## config.mk

```make
export PLATFORM = sky130hd
export DESIGN_NAME = seg7_scan_ctrl
export DESIGN_NICKNAME = d
export VERILOG_FILES = /design/src/rtl/seg7_scan_ctrl.sv
export SDC_FILE = /design/constraint.sdc
export NUM_CORES = 1
export LEC_CHECK = 0
export CORE_MARGIN = 5
export CORE_UTILIZATION = 40
export CTS_CLUSTER_SIZE = 28
export DETAILED_ROUTE_END_ITERATION = 16
export PLACE_DENSITY_LB_ADDON = 0.2
export SLEW_MARGIN = 20
export SYNTH_ARGS = -nofsm -noshare
export SYNTH_HDL_FRONTEND = slang
export SYNTH_SLANG_ARGS = --single-unit
```

## constraint.sdc

```tcl
create_clock -name clk -period 3.6 [get_ports clk]
set_input_delay 1.08 -clock clk [delete_from_list [all_inputs] [get_ports clk]]
set_output_delay 1.08 -clock clk [all_outputs]
set_load 0.05 [all_outputs]
```

## src/rtl/seg7_scan_ctrl.sv

```systemverilog
// Time-multiplexed scan controller for a common-anode seven-segment display.
// One shared hex decoder; new contents are committed only at frame boundaries.

// Hex nibble to active-low segment pattern, a_to_g = {a,b,c,d,e,f,g}.
module hex7seg (
  input  logic [3:0] x,
  output logic [6:0] a_to_g
);

  // Glyph table for 0-9, A, b, C, d, E, F
  always_comb begin
    a_to_g = 7'b1111111;
    case (x)
      4'h0: a_to_g = 7'b0000001;
      4'h1: a_to_g = 7'b1001111;
      4'h2: a_to_g = 7'b0010010;
      4'h3: a_to_g = 7'b0000110;
      4'h4: a_to_g = 7'b1001100;
      4'h5: a_to_g = 7'b0100100;
      4'h6: a_to_g = 7'b0100000;
      4'h7: a_to_g = 7'b0001111;
      4'h8: a_to_g = 7'b0000000;
      4'h9: a_to_g = 7'b0000100;
      4'hA: a_to_g = 7'b0001000;
      4'hB: a_to_g = 7'b1100000;
      4'hC: a_to_g = 7'b0110001;
      4'hD: a_to_g = 7'b1000010;
      4'hE: a_to_g = 7'b0110000;
      default: a_to_g = 7'b0111000;
    endcase
  end

endmodule

module seg7_scan_ctrl #(
  parameter int unsigned NDIG     = 8,
  parameter int unsigned SCAN_DIV = 100000
) (
  input  logic                clk,
  input  logic                rst,
  input  logic                en,
  input  logic                load,
  input  logic [4*NDIG-1:0]   data,
  input  logic [NDIG-1:0]     dp_in,
  input  logic                blank_lz,
  output logic [NDIG-1:0]     an,
  output logic [6:0]          a_to_g,
  output logic                dp,
  output logic                pending,
  output logic                frame_done
);

  localparam int unsigned CNT_W = $clog2(SCAN_DIV);
  localparam int unsigned IDX_W = $clog2(NDIG);
  localparam int unsigned DW    = 4 * NDIG;

  logic [CNT_W-1:0] cnt_q, cnt_d;
  logic [IDX_W-1:0] idx_q, idx_d;
  logic [DW-1:0]    sh_data_q, sh_data_d;
  logic [NDIG-1:0]  sh_dp_q, sh_dp_d;
  logic [DW-1:0]    buf_data_q, buf_data_d;
  logic [NDIG-1:0]  buf_dp_q, buf_dp_d;
  logic             pending_q, pending_d;
  logic             frame_done_q, frame_done_d;
  logic [NDIG-1:0]  an_q, an_d;
  logic [6:0]       seg_q, seg_d;
  logic             dp_q, dp_d;

  logic             tick_c;
  logic             frame_end_c;
  logic             commit_c;
  logic [3:0]       nib_c;
  logic             dp_sel_c;
  logic             blank_c;
  logic             upper_zero_c;
  logic [6:0]       dec_seg_c;

  // Prescaler and digit index; both parked at zero while disabled
  always_comb begin
    tick_c      = en && (cnt_q == CNT_W'(SCAN_DIV - 1));
    frame_end_c = tick_c && (idx_q == IDX_W'(NDIG - 1));
    cnt_d       = cnt_q;
    idx_d       = idx_q;
    if (!en) begin
      cnt_d = '0;
      idx_d = '0;
    end else if (tick_c) begin
      cnt_d = '0;
      idx_d = frame_end_c ? '0 : idx_q + IDX_W'(1);
    end else begin
      cnt_d = cnt_q + CNT_W'(1);
    end
    frame_done_d = frame_end_c;
  end

  // Load buffering; a disabled display has no frame to tear, so it commits at once
  always_comb begin
    commit_c   = frame_end_c || !en;
    sh_data_d  = sh_data_q;
    sh_dp_d    = sh_dp_q;
    buf_data_d = buf_data_q;
    buf_dp_d   = buf_dp_q;
    pending_d  = pending_q;
    if (commit_c && load) begin
      sh_data_d = data;
      sh_dp_d   = dp_in;
      pending_d = 1'b0;
    end else if (commit_c && pending_q) begin
      sh_data_d = buf_data_q;
      sh_dp_d   = buf_dp_q;
      pending_d = 1'b0;
    end else if (load) begin
      buf_data_d = data;
      buf_dp_d   = dp_in;
      pending_d  = 1'b1;
    end
  end

  // Select the active nibble/dp and decide leading-zero blanking top-down
  always_comb begin
    nib_c        = 4'h0;
    dp_sel_c     = 1'b0;
    blank_c      = 1'b0;
    upper_zero_c = 1'b1;
    for (int i = int'(NDIG) - 1; i >= 0; i--) begin
      upper_zero_c = upper_zero_c & (sh_data_q[4*i +: 4] == 4'h0);
      if (IDX_W'(i) == idx_q) begin
        nib_c    = sh_data_q[4*i +: 4];
        dp_sel_c = sh_dp_q[i];
        blank_c  = blank_lz & upper_zero_c & (i != 0);
      end
    end
  end

  hex7seg u_hex7seg (
    .x      (nib_c),
    .a_to_g (dec_seg_c)
  );

  // Next display pin values for the current digit
  always_comb begin
    an_d  = en ? ~(NDIG'(1) << idx_q) : '1;
    seg_d = (!en || blank_c) ? 7'b1111111 : dec_seg_c;
    dp_d  = ~(dp_sel_c & en);
  end

  // State and output registers with synchronous reset
  always_ff @(posedge clk) begin
    if (rst) begin
      cnt_q        <= '0;
      idx_q        <= '0;
      sh_data_q    <= '0;
      sh_dp_q      <= '0;
      buf_data_q   <= '0;
      buf_dp_q     <= '0;
      pending_q    <= 1'b0;
      frame_done_q <= 1'b0;
      an_q         <= '1;
      seg_q        <= 7'b1111111;
      dp_q         <= 1'b1;
    end else begin
      cnt_q        <= cnt_d;
      idx_q        <= idx_d;
      sh_data_q    <= sh_data_d;
      sh_dp_q      <= sh_dp_d;
      buf_data_q   <= buf_data_d;
      buf_dp_q     <= buf_dp_d;
      pending_q    <= pending_d;
      frame_done_q <= frame_done_d;
      an_q         <= an_d;
      seg_q        <= seg_d;
      dp_q         <= dp_d;
    end
  end

  assign an         = an_q;
  assign a_to_g     = seg_q;
  assign dp         = dp_q;
  assign pending    = pending_q;
  assign frame_done = frame_done_q;

endmodule

```

==> impl_metrics.json, run 1 <==
{
  "synth.cell_area_um2": 6000,
  "netlist-cell-type-count": 55,
  "hpwl_um": 11000,
  "die_y_um": 132,
  "detail_route.drc_violations": 0,
  "crit_slowest_cell": "dfxtp_1",
  "grt_use_total_pct": 18.9,
  "core_region_area_um2": 14600,
  "critical_path.endpoint_type": "register",
  "tritoncts_clock_tree": "yes",
  "area_growth_from_synthesis_to_final_layout_pct": 21.8,
  "fraction_of_the_core_area_covered_by_cells_at_the_end_of_the_flow_pct": 49.9,
  "min-delay-start": "buf_data_q[15]$_SDFFE_PP0P_",
  "switchingPower_mw": 0.888,
  "worst_path_class_setup": "register to register",
  "number_of_global_route_vias_before_repair": 5373,
  "fin_worst_skew_ps": 6.03,
  "ctsHtreeMaxLevel": 4,
  "p_int_mw": 2.69,
  "cellLeakagePower_nw": 2.79,
  "setup_tns_ps": 0,
  "place_congestion": 0.918,
  "floorplan.initialDensity_pct": 41.0,
  "placement_rows": 44,
  "die_area_um2": 17600,
  "clock.fmax_ghz": 0.335,
  "slew_headroom_pct": 47.5,
  "top_level_ports": 63,
  "layout.filler_cells": 1414,
  "cp.buffers_inverters": 2,
  "yosys_most_used_dff": "dfxtp_1",
  "synthCells": 808,
  "dieWidth_um": 132,
  "rsz0062_at_grt": "no",
  "grt_remaining_overflow": 0,
  "area_share_of_the_leading_cell_type_in_the_synthesized_netlist_pct": 39.4,
  "number_of_buffers_added_on_ports": 62,
  "drt_first_pass_iters": 7,
  "yosysWarnings": 0,
  "p_total_mw": 3.58,
  "drt-total-wl_um": 16400,
  "cts.repair.resized": 0,
  "min_path_cells": 2,
  "outcome": "finished clean",
  "grt_max_degree": 82,
  "clkLatencyLatePin_ps": 420,
  "clkPwrFrac_pct": 48.8,
  "seq_area_um2": 2360,
  "synth_seq_cells": 118,
  "cts_inserted_buffers": 17,
  "timing.max_cap.violations": 0,
  "worst_setup_hold_path_clk_slew_ps": 50,
  "critical_path.cell_chain": "inv_1, ha_1, o21ai_1, a32oi_1, a2111oi_0, a211o_1, inv_1, ha_1, mux2i_1, mux2_2, nand2_1",
  "hold_viol": 0,
  "r2r-end": "a_to_g[3]$_SDFF_PP1_",
  "worst_slew_pin_slew_ps": 788,
  "crit_fanout": 16,
  "maximum_root_to_sink_buffer_count": 2,
  "post-place-cells": 1012,
  "routedWlPerCell_um": 15.7,
  "viasPerCell": 5.38,
  "cp_data_required_time_ps": 3900,
  "post_cts_hold_buffer_count": 0,
  "ys_async_sr_fraction_pct": 0,
  "period_needed_ps": 2990,
  "detailed_place.area_um2": 6700,
  "startpoint_kind_of_the_worst_setup_timing_path": "register",
  "final_setup_violations": 0,
  "power.share.sequential_pct": 39.7,
  "instance_count_on_the_critical_path": 11,
  "rr_startpoint": "idx_q[0]$_SDFFE_PP0P_",
  "drt_first_iter_violations": 476,
  "edff_count_synth": 0,
  "p_comb_share_pct": 11.6,
  "clock_tree.root_cell": "clkbuf_16",
  "top_family_by_delay_on_critical_path": "compound AO/OA/AOI/OAI gates",
  "final_net_count": 905,
  "vias": 5617,
  "final_cell_area_excluding_filler_cells_um2": 7310,
  "yosys.area.top_type": "dfxtp_1",
  "sw_frac_of_total_pct": 24.8,
  "cts_sink_cnt": 118,
  "max_stage_delay_ps": 410,
  "finalMaxSlewViolations": 0,
  "vdd_ir_drop_max_uv": 319,
  "worstRegToRegCells": 11,
  "cp_data_arrival_time_ps": 3290,
  "layout_worst_path_cycle_share_pct": 83.0,
  "timing.hold.worst.class": "register to register",
  "final-instance-count-excl-fill": 1044,
  "antenna-diode-count": 0,
  "post_route_cells_drive_above_1_share_pct": 9.88,
  "multiInputGateArea_um2": 3300,
  "synth_nets": 866,
  "synthTopCellsByArea": "dfxtp_1 39%, nor2_1 14%, a21oi_1 8.7%",
  "power_density_nw_per_um2": 489,
  "hold_end": "buf_data_q[15]$_SDFFE_PP0P_",
  "final_antenna_net_count": 0,
  "post_cts_buffers": 0,
  "number_of_antenna_violations_at_the_first_check_in_global_routing": 0,
  "seq_area_frac_synth_pct": 39.4,
  "grt_first_pass_wirelength_um": 27100,
  "setup.reg_to_reg.worst_slack_ps": 610,
  "synth.avg_cell_area_um2": 7.43
}
[per-layer routing]
metal | track usage, % | share of wire [%] | wire length [um] | up-vias
met1 | 24.2 | 46 | 7520 | 2629
met2 | 31.5 | 48 | 7880 | 144
li1 | - | - | - | 2818
met4 | 6.58 | 1.6 | 259 | 0
met3 | 4.21 | 4.3 | 706 | 26
met5 | 0 | 0 | 0 | -
[cell usage in the layout, fill, tap and decap left out, drive strengths merged, types with 8 or more instances in the layout]
cell and n:
nor2 220, dfxtp 118, nand2 111, a21oi 104, clkdlybuf4s50 61, nor4 41, clkbuf 23, inv 19
buf 16, nand3 15, o21ai 15, ha 13, xnor2 8
[power groups by stage]
stage | Sequential (mW) | Clock [mW] | Combinational (mW)
4_1_cts | 1.42 | 1.77 | 0.415
6_report | 1.42 | 1.74 | 0.414
5_1_grt | 1.43 | 1.83 | 0.459
3_3_place_gp | 1.44 | 0 | 0.402
2_1_floorplan | 1.45 | 0 | 0.263
3_5_place_dp | 1.45 | 0 | 0.413
[cells by family after synthesis]
| logic type | after synthesis | share of synthesized area [%] |
|---|---|---|
| AO/OA/AOI/OAI | 158 | 16.0 |
| adder cells (fa/ha/maj) | 13 | 2.71 |
| buffers and inverters | 77 | 5.63 |
| XOR/XNOR | 13 | 1.90 |
| AND/OR/NAND/NOR | 421 | 33.1 |
| multiplexers | 8 | 1.36 |
| flip-flops | 118 | 39.4 |
[worst register-to-register path: cells and delay by family (launching register included)]
family	cells	cell delay [ps]
AOI/OAI and AO/OA	4	1170
adders and majority gates	2	720
and+or+nand+nor	1	50
DFF	1	410
buffers and inverters	2	240
muxes	2	290
[Yosys cell counts, types with 2 or more instances]
cell type	n
a2111oi_0	2
a211o_1	2
a21oi_1	104
a22o_1	3
a31oi_1	4
a32oi_1	2
and3_1	5
buf_1	6
buf_2	15
buf_6	4
clkbuf_1	32
dfxtp_1	118
ha_1	13
inv_1	19
mux2i_1	7
nand2_1	109
nand2b_1	3
nand3_1	15
nand4_1	4
nor2_1	220
nor2b_1	4
nor3_1	7
nor3b_1	3
nor4_1	11
nor4_2	30
o21ai_0	13
o21ai_1	2
o221a_1	4
o221ai_1	5
o22ai_1	4
or3_1	3
xnor2_1	8
xor2_1	5
[state kept, by name, indices dropped and copies added (netlist names)]
signal	cells
buf_dp_q	8
pending	1
buf_data_q	32
frame_done	1
dp	1
sh_dp_q	8
idx_q	3
sh_data_q	32
cnt_q	17
a_to_g	7
an	8
[metrics by stage]
stage | setup WS [ps] | hold slack [ps]
floorplan | 1100 | 430
global placement | 760 | 441
detailed placement | 637 | 447
CTS | 682 | 454
global route | 359 | 476
finish | 613 | 453
[layout make-up]
type	count	share of cell area [%]
flip-flops and latches	118	32.3
clock inverters	9	1.68
well taps	184	3.15
multi-input cells	613	45.1
clock buffers	23	6.67
inverters	20	1.03
repair buffers	77	9.99
[worst max-delay path by stage]
stage,startpoint,end,slack (ps)
2_1_floorplan,idx_q[1]$_SDFFE_PP0P_,a_to_g[3]$_SDFF_PP1_,1100
6_report,idx_q[0]$_SDFFE_PP0P_,a_to_g[3]$_SDFF_PP1_,610
5_1_grt,idx_q[0]$_SDFFE_PP0P_,a_to_g[3]$_SDFF_PP1_,360
3_5_place_dp,en,sh_dp_q[0]$_SDFFE_PP0P_,640
3_3_place_gp,en,sh_dp_q[3]$_SDFFE_PP0P_,760
4_1_cts,idx_q[0]$_SDFFE_PP0P_,a_to_g[3]$_SDFF_PP1_,680
No activity file was read; power rests on OpenSTA's default activity.
==> inputs of run 2 (changes only) <==
==> constraint.sdc (replaced) <==
create_clock -name clk -period 2.9 [get_ports clk]
set_input_delay 0.87 -clock clk [delete_from_list [all_inputs] [get_ports clk]]
set_output_delay 0.87 -clock clk [all_outputs]
set_load 0.05 [all_outputs]
==> run 2 against run 1 <==
- critical path depth shrank 1
- clock power grew 33%
- worst setup slack lost 420 ps
- sequential power grew 24%
- maximum frequency grew 10%
- non-clock buffer count grew 3
- worst hold slack gained 0.75 ps
- highest routed layer unchanged
- cell area grew 1.4%
- largest power group unchanged
- critical path type unchanged
- sequential share of layout area shrank 0.46 points
==> impl_metrics.json, run 2 (same netlist as run 1, synthesis figures left out) <==
{
  "outcome": "finished clean",
  "clkLatencyLatePin_ps": 420,
  "biggestRegsByFlops": "buf_data_q (32), sh_data_q (32), cnt_q (17)",
  "core_region_area_um2": 14600,
  "maximum_root_to_sink_buffer_count": 2,
  "top_level_ports": 63,
  "slew_headroom_pct": 45.6,
  "grt_first_pass_wirelength_um": 26800,
  "dieWidth_um": 132,
  "number_of_antenna_violations_at_the_first_check_in_global_routing": 0,
  "drt_first_iter_violations": 416,
  "area_growth_from_synthesis_to_final_layout_pct": 23.6,
  "viasPerCell": 5.38,
  "routedWlPerCell_um": 15.7,
  "final_net_count": 908,
  "clock.fmax_ghz": 0.369,
  "placement_rows": 44,
  "finalMaxSlewViolations": 0,
  "layout.cells.most_common_list": "220 x nor2_1, 117 x dfxtp_1, 109 x nand2_1",
  "met2_wirelength_um": 7570,
  "most_common_cell_after_layout_fill_and_taps_aside": "nor2_1",
  "dp_slack_ps": 164,
  "timing.final.ws_setup_ps": 190,
  "cp_data_arrival_time_ps": 3010,
  "number_of_buffers_added_on_ports": 62,
  "ctsHtreeMaxLevel": 4,
  "layout_worst_path_cycle_share_pct": 93.4,
  "final_antenna_net_count": 0,
  "drt_first_pass_iters": 4,
  "detail_route.drc_violations": 0,
  "worst_setup_hold_path_clk_slew_ps": 50,
  "fin_worst_skew_ps": 8.33,
  "cp_data_required_time_ps": 3200,
  "post-place-cells": 1015,
  "grt_max_degree": 82,
  "power_density_nw_per_um2": 619,
  "die_y_um": 132,
  "post_route_cells_drive_above_1_share_pct": 10.7,
  "hpwl_um": 11000,
  "antenna-diode-count": 0,
  "timing.hold.worst.class": "register to register",
  "wl_met3_um": 796,
  "grt_remaining_overflow": 0,
  "worst_slew_pin_slew_ps": 816,
  "vdd_ir_drop_max_uv": 526,
  "dr.max_layer_used": "met4",
  "cellLeakagePower_nw": 2.83,
  "worst_path_class_setup": "register to register",
  "die_area_um2": 17600,
  "cts_sink_cnt": 118,
  "critical_path.endpoint_type": "register",
  "clock_tree.root_cell": "clkbuf_16",
  "timing.max_cap.violations": 0,
  "cts_inserted_buffers": 17,
  "period_needed_ps": 2710,
  "post_cts_hold_buffer_count": 0,
  "wirelength_met1_um": 7700,
  "hold_viol": 0,
  "p_total_mw": 4.59,
  "crit_fanout": 15,
  "startpoint_kind_of_the_worst_setup_timing_path": "register",
  "tritoncts_clock_tree": "yes",
  "final.hold.worst_slack_ps": 454,
  "grt_use_total_pct": 18.8,
  "detailed_place.area_um2": 6760,
  "final_setup_violations": 0,
  "place_congestion": 0.876,
  "drt-total-wl_um": 16400,
  "final-instance-count-excl-fill": 1046,
  "vias": 5630,
  "floorplan.initialDensity_pct": 41.0,
  "final_cell_area_excluding_filler_cells_um2": 7420,
  "layout.filler_cells": 1433,
  "number_of_global_route_vias_before_repair": 5406
}
==> run 2: layout make-up <==
class | instances | area, um2 | share of cell area (%)
multi-input combinational | 613 | 3310 | 44.7
sequential | 118 | 2360 | 31.9
timing repair buffer | 80 | 788 | 10.6
clock buffer | 22 | 474 | 6.39
tap | 184 | 230 | 3.10
clock inverter | 9 | 173 | 2.33
inverter | 20 | 75.1 | 1.01
==> run 2: worst paths after layout <==
path / cells past startpoint / slack, ps / start / endpoint
setup / recovery: 10 / 190 / idx_q[0]$_SDFFE_PP0P_ / a_to_g[3]$_SDFF_PP1_
hold / removal: 2 / 450 / buf_data_q[16]$_SDFFE_PP0P_ / buf_data_q[16]$_SDFFE_PP0P_
setup reg to reg: 10 / 190 / idx_q[0]$_SDFFE_PP0P_ / a_to_g[3]$_SDFF_PP1_
hold reg to reg: 2 / 450 / buf_data_q[16]$_SDFFE_PP0P_ / buf_data_q[16]$_SDFFE_PP0P_
==> run 2: worst max-delay path: stages (launching register included) <==
cell and delay, ps:
dfxtp_1 400, inv_1 100, ha_1 330, buf_4 250
a2111oi_0 470, a211o_1 270, inv_1 130, ha_1 310
mux2i_1 120, mux2_2 160, nand2_1 50
==> run 2: metrics by stage <==
stage	util [%]	setup TNS, ps
3_3_place_gp	46.1	0
2_1_floorplan	-	0
4_1_cts	50.6	0
6_report	50.6	0
3_5_place_dp	46.1	0
5_1_grt	50.6	-9.74
==> run 2: power by group <==
part,internal [mW],leakage [nW],switching (mW)
sequential,1.70,0.967,0.0609
combinational,0.215,1.55,0.308
clock,1.58,0.316,0.728
==> run 2: per-layer routing <==
metal / track usage (%) / up-vias
met3: 4.82 / 26
met1: 23.9 / 2646
met5: 0 / -
met4: 6.87 / 0
met2: 30.8 / 137
li1: - / 2821
==> run 2: repair_timing <==
action / 4_1_cts / 5_1_grt
buffers inserted: 0 / 0
endpoints found under the hold margin: 0 / 0
endpoints found under the setup margin: 0 / 4
resized for setup: 0 / 4
